--- src/rtl/regfile_pkg.sv ---
// Shared register-file definitions: geometry, the hard-wired zero register and
// the write-buffer entry layout.
package regfile_pkg;

    localparam int REG_COUNT = 16;
    localparam int REG_ID_W  = 4;
    localparam int DATA_W    = 16;

    localparam logic [REG_ID_W-1:0] R0_ID = 4'd0;

    typedef struct packed {
        logic                valid;
        logic [REG_ID_W-1:0] id;
        logic [DATA_W-1:0]   data;
    } wb_entry_t;

endpackage

--- src/rtl/regfile_write_ctrl_dec.sv ---
// 4-to-16 one-hot write wordline decoder; all-zero whenever en_i is low.
module WriteDecoder_4_16
    import regfile_pkg::*;
(
    input  logic [REG_ID_W-1:0]  id_i,
    input  logic                 en_i,
    output logic [REG_COUNT-1:0] wordline_o
);

    always_comb begin
        wordline_o = '0;
        if (en_i) begin
            wordline_o = REG_COUNT'(1) << id_i;
        end
    end

endmodule

--- src/rtl/regfile_write_ctrl.sv ---
// Register-file write-side controller: in-order write buffer drained one entry
// per cycle into registered wordline/bitline outputs, with read-port bypass.
module regfile_write_ctrl
    import regfile_pkg::*;
#(
    parameter int DEPTH = 2,
    parameter int WIDTH = DATA_W
) (
    input  logic                 clk,
    input  logic                 rst_n,
    input  logic                 wr_valid,
    output logic                 wr_ready,
    input  logic [REG_ID_W-1:0]  wr_id,
    input  logic [WIDTH-1:0]     wr_data,
    input  logic                 array_busy,
    output logic [REG_COUNT-1:0] write_wordline,
    output logic [WIDTH-1:0]     bitline_data,
    output logic                 write_en,
    input  logic [REG_ID_W-1:0]  rd_id_a,
    input  logic [REG_ID_W-1:0]  rd_id_b,
    output logic                 byp_hit_a,
    output logic                 byp_hit_b,
    output logic [WIDTH-1:0]     byp_data_a,
    output logic [WIDTH-1:0]     byp_data_b
);

    localparam int PTR_W = (DEPTH > 1) ? $clog2(DEPTH) : 1;
    localparam int CNT_W = PTR_W + 1;
    localparam logic [CNT_W-1:0] DEPTH_C = CNT_W'(DEPTH);

    logic [DEPTH-1:0]     valid_q, valid_d;
    logic [REG_ID_W-1:0]  id_q   [DEPTH];
    logic [WIDTH-1:0]     data_q [DEPTH];
    logic [PTR_W-1:0]     head_q, head_d;
    logic [PTR_W-1:0]     tail_q, tail_d;
    logic [CNT_W-1:0]     count_q, count_d;

    logic [REG_COUNT-1:0] wordline_q, wordline_d;
    logic [WIDTH-1:0]     bitline_q, bitline_d;
    logic                 write_en_q, write_en_d;

    logic accept;
    logic push;
    logic pop;

    assign wr_ready = (count_q < DEPTH_C);
    assign accept   = wr_valid && wr_ready;
    // R0 is hard-wired zero: the request is acknowledged but never buffered.
    assign push     = accept && (wr_id != R0_ID);
    assign pop      = (count_q != '0) && !array_busy;

    WriteDecoder_4_16 u_dec (
        .id_i       (id_q[head_q]),
        .en_i       (pop),
        .wordline_o (wordline_d)
    );

    always_comb begin
        head_d     = head_q;
        tail_d     = tail_q;
        count_d    = count_q;
        valid_d    = valid_q;
        bitline_d  = '0;
        write_en_d = pop;
        if (pop) begin
            valid_d[head_q] = 1'b0;
            head_d          = head_q + PTR_W'(1);
            bitline_d       = data_q[head_q];
        end
        if (push) begin
            valid_d[tail_q] = 1'b1;
            tail_d          = tail_q + PTR_W'(1);
        end
        case ({push, pop})
            2'b10:   count_d = count_q + CNT_W'(1);
            2'b01:   count_d = count_q - CNT_W'(1);
            default: count_d = count_q;
        endcase
    end

    always_ff @(posedge clk or negedge rst_n) begin
        if (!rst_n) begin
            valid_q    <= '0;
            head_q     <= '0;
            tail_q     <= '0;
            count_q    <= '0;
            wordline_q <= '0;
            bitline_q  <= '0;
            write_en_q <= 1'b0;
        end else begin
            valid_q    <= valid_d;
            head_q     <= head_d;
            tail_q     <= tail_d;
            count_q    <= count_d;
            wordline_q <= wordline_d;
            bitline_q  <= bitline_d;
            write_en_q <= write_en_d;
        end
    end

    // Payload storage needs no reset; valid_q guards every use.
    always_ff @(posedge clk) begin
        if (push) begin
            id_q[tail_q]   <= wr_id;
            data_q[tail_q] <= wr_data;
        end
    end

    assign write_wordline = wordline_q;
    assign bitline_data   = bitline_q;
    assign write_en       = write_en_q;

    // Candidates scanned oldest first (output register, then head..tail) so
    // the last match is the youngest.
    function automatic logic [WIDTH:0] bypass_lookup(input logic [REG_ID_W-1:0] rd_id);
        logic             hit;
        logic [WIDTH-1:0] data;
        logic [PTR_W-1:0] idx;
        hit  = 1'b0;
        data = '0;
        if (rd_id != R0_ID) begin
            if (wordline_q[rd_id]) begin
                hit  = 1'b1;
                data = bitline_q;
            end
            for (int k = 0; k < DEPTH; k++) begin
                idx = head_q + PTR_W'(k);
                if (valid_q[idx] && (id_q[idx] == rd_id)) begin
                    hit  = 1'b1;
                    data = data_q[idx];
                end
            end
        end
        return {hit, data};
    endfunction

    assign {byp_hit_a, byp_data_a} = bypass_lookup(rd_id_a);
    assign {byp_hit_b, byp_data_b} = bypass_lookup(rd_id_b);

endmodule

--- config.mk ---
export PLATFORM = sky130hd
export DESIGN_NAME = regfile_write_ctrl
export DESIGN_NICKNAME = d
export VERILOG_FILES = /design/src/rtl/regfile_pkg.sv /design/src/rtl/regfile_write_ctrl_dec.sv /design/src/rtl/regfile_write_ctrl.sv
export SDC_FILE = /design/constraint.sdc
export NUM_CORES = 1
export LEC_CHECK = 0
export ABC_AREA = 0
export CAP_MARGIN = 20
export CORE_MARGIN = 8
export CORE_UTILIZATION = 47
export CTS_CLUSTER_SIZE = 28
export DETAILED_ROUTE_END_ITERATION = 10
export PLACE_DENSITY = 0.78
export SYNTH_ARGS = -nofsm -noshare
export SYNTH_HDL_FRONTEND = slang
export SYNTH_HIERARCHICAL = 1
export SYNTH_SLANG_ARGS = --single-unit
--- constraint.sdc ---
create_clock -name clk -period 3.1 [get_ports clk]
set_input_delay 0.775 -clock clk [delete_from_list [all_inputs] [get_ports clk]]
set_output_delay 0.775 -clock clk [all_outputs]
set_load 0.1 [all_outputs]
==> results.md <==
- Commonest cells after routing, fill and taps aside: buf_4, nor2_1, buf_12
- FMAX: ~270 MHz
- Post-DRT Antenna Nets: 0
- Final setup vio count: 34
- Initial Utilization: about half
- Max cap viols: 0
- Reg2Reg Depth: 5
- Status: finished, violations left
- Tmin final: approximately 3.8 ns
- Routed WL per cell: 28.6 um
- Max-slew headroom: 34.5%
- Die ar.: approximately 0.013 sq mm
- Kind of critical path: register to primary output
- CTS buffer count: 9
- Most frequent CP cell: buf_6
- Final hold slack: approximately 0.53 ns
- FF-to-FF Start: count_q[0]$_DFFE_PN0P_
- Hold Path Class: register to register
- Pint: roughly 0.0036 W
- Pre-antenna DRT Iters: 5
- CP Capture Type: primary output
- Synth top area share: approximately 26%
- Core ar.: around 0.0097 sq mm
- Clock-pin slew on the worst setup and hold paths: approximately 0.080 ns
- Synth area leaders: edfxtp_1, dfrtp_1, mux2i_1
- Hold path depth: 1
- Remaining DRCs: 0
- Worst clock skew on the final layout: around 0.015 ns
- Post-Layout Cell Count: approximately 730
- Req. time, crit path: around 2.3 ns
- Global Route Usage Sum: between 20% and 30%
- Insertion delay to the later sink of the worst-skew pair: between 0.3 and 0.4 ns
- Remaining Overflow, GRT: 0
- Post-synthesis sequential area ratio: between 40% and 50%
- Root buf cell: clkbuf_8
- PortBufs: just under 100
- Nets: ~630
- Placed Instances: roughly 670
- CP Cell Sequence: buf_6 > mux2i_4 > xor2_1 > nand3_2 > buf_8 > buf_6 > o211ai_1 > a31oi_4 > buf_12
- Worst EP arrival: 2.99 ns
- RSZ-0062 raised after global routing: yes
- Via count: 4835
- I/O pin cnt: 100
- Die Width: about 120 um
- Hold path endpoint: tail_q$_DFFE_PN0N_
- Crit Path Max Fanout: 7
- Sw Share: ~50%
- Slew @ Worst Pin: 0.983 ns
- Post-synthesis area per instance: ~11 sq um
- Initial antenna violation count: 0
- Clk buf depth: 2
- FF+latch count, synth: 79
- Drt total wl: between 20 and 25 mm
- Commonest non-fill, non-tap cell in the layout: buf_4
- CP peak stage delay: between 0.5 and 0.6 ns
- Reg-to-reg slack, setup: 1.19 ns
- YS warnings: 6
- Maximum vdd ir drop: 0.495 mV
- Post-Syn Area: about 0.0047 sq mm
- Critical path launch point type: register
- Yosys top cell by area: edfxtp_1
- H-tree levels: 3
- Net Count, Synth: around 450
- Share of cells above drive strength 1: between 50% and 60%
- Reg2reg end: valid_q[0]$_DFF_PN0_
- Seq pwr share: a little over a fifth
- Total clock sinks: 79
- Clk pwr share: between 10% and 20%
- Leak Pwr: between 3 and 4 nW
- Tcrit/Tclk final: 122%
- Pwr/cell area: 907 mW/mm^2
- GPL Wtd Cong: between 0.9 and 1
- Vias in the first global route: 4854
- TritonCTS clock tree: yes
- Netlist cell types: 52
- Area growth, synth to finish: 73.5%
- Failing checks: setup timing
- Die height: about 120 um
- DP Wirelength: approximately 11 mm
- Syn Inst Count: about 420
- P_sw: about 0.0037 W
- Hold violation count in the final report: 0
- Slew Limit Fails: 0
- Combinational power share: 66.4%
- Layout Utilization: a little over four fifths
- Initial drt markers: 607
- Final WS setup: -0.669 ns
- Crit-path slowest cell: o211ai_1
- Largest net degree at the start of global routing: 40
- Antenna diodes: 0
- FP Rows: 36
- Vias per std cell: 6.59
- Worst Min Path Start: tail_q$_DFFE_PN0N_
- First-pass GRT wire length: 28.6 mm
final cells by class:
type / count / area, sq um
fillers: 451 / 1590
multi-input cells: 297 / 3070
clock buffers: 10 / 128
inverters: 8 / 35.0
flip-flops and latches: 79 / 2190
repair buffers: 201 / 2410
well taps: 133 / 166
clock inverters: 6 / 92.6
critical path: cells and delay by family, from the launching register on:
family                 cells  cell delay (ns)
AO/OA/AOI/OAI              2             0.79
buffers and inverters      4             0.67
flip-flops                 1             0.48
multiplexers               1             0.26
XOR/XNOR                   1             0.24
AND/OR/NAND/NOR            1             0.18
what timing repair did:
action | 4_1_cts | 5_1_grt
buffers inserted | 31 | 13
resized for setup | 117 | 51
setup endpoints to repair | 34 | 34
hold buffers | 0 | 0
gates cloned | 8 | 5
pin swaps | 32 | 31
cell families (layout without fill, tap and decap cells):
family	Yosys count	count (layout)	share of synthesized area [%]
flops	79	79	46.7
compound gates	99	99	14.5
mux	67	67	16.6
buf+inv	45	225	4.56
fa+ha+maj	1	1	0.268
xor+xnor	19	19	3.57
simple gates	111	111	13.9
worst max-delay path by stage:
stage | start | endpoint | slack [ns]
global route | head_q$_DFFE_PN0N_ | byp_data_a[2] | -0.79
finish | head_q$_DFFE_PN0N_ | byp_data_a[2] | -0.67
CTS | rd_id_b[1] | byp_data_b[3] | -0.51
floorplan | rd_id_b[1] | byp_data_b[0] | -0.26
global placement | rd_id_b[1] | byp_data_b[4] | -0.96
detailed placement | rd_id_b[1] | byp_data_b[3] | -1.02
power by group through the flow:
stage / clock network (W) / logic, W / registers (W)
2_1_floorplan: 0 / 0.00220 / 0.00209
3_3_place_gp: 0 / 0.00384 / 0.00156
3_5_place_dp: 0 / 0.00389 / 0.00158
4_1_cts: 0.000866 / 0.00449 / 0.00155
5_1_grt: 0.000907 / 0.00497 / 0.00160
6_report: 0.000878 / 0.00487 / 0.00159
registers in the layout, indices dropped and copies added (netlist names):
| signal | cells |
|---|---|
| data_q | 32 |
| head_q | 1 |
| bitline_data | 16 |
| valid_q | 2 |
| write_en | 1 |
| id_q | 8 |
| write_wordline | 16 |
| tail_q | 1 |
| count_q | 2 |
cells in the mapped netlist (all sizes together):
cell	number
o21ai	19
mux2	19
a2bb2oi	1
clkinv	1
nand3	3
or3b	3
a32oi	2
nor2	47
nor2b	3
or4	3
dfrtp	39
or3	16
or2	2
and3	1
and2	1
o211ai	16
nand2b	2
a31oi	19
nand3b	6
o21a	1
ha	1
nor3	4
o31a	16
inv	7
edfxtp	40
a21o	1
nor4	1
mux4	6
clkbuf	18
nand4	1
and3b	16
a32o	2
mux2i	42
a21boi	1
buf	19
nand2	2
o2111ai	1
a21oi	19
a22o	1
xnor2	9
xor2	10
per-stage QoR:
step	total power [W]	worst slack (ns)	setup TNS (ns)	instance area [sq um]
after detailed placement	0.00547	-1.02	-28.70	6840
after global placement	0.00540	-0.961	-27.65	6840
after global routing	0.00748	-0.787	-16.15	8090
after floorplan	0.00430	-0.261	-6.25	5160
final	0.00734	-0.669	-14.72	8090
after CTS	0.00690	-0.511	-13.32	7820
routing by layer:
metal	GRT usage (%)	share of wire [%]
met5	0	0
met4	14.7	5.8
met3	8.55	12
met2	45.5	47
met1	34.1	36
No activity file was read; power rests on OpenSTA's default activity.
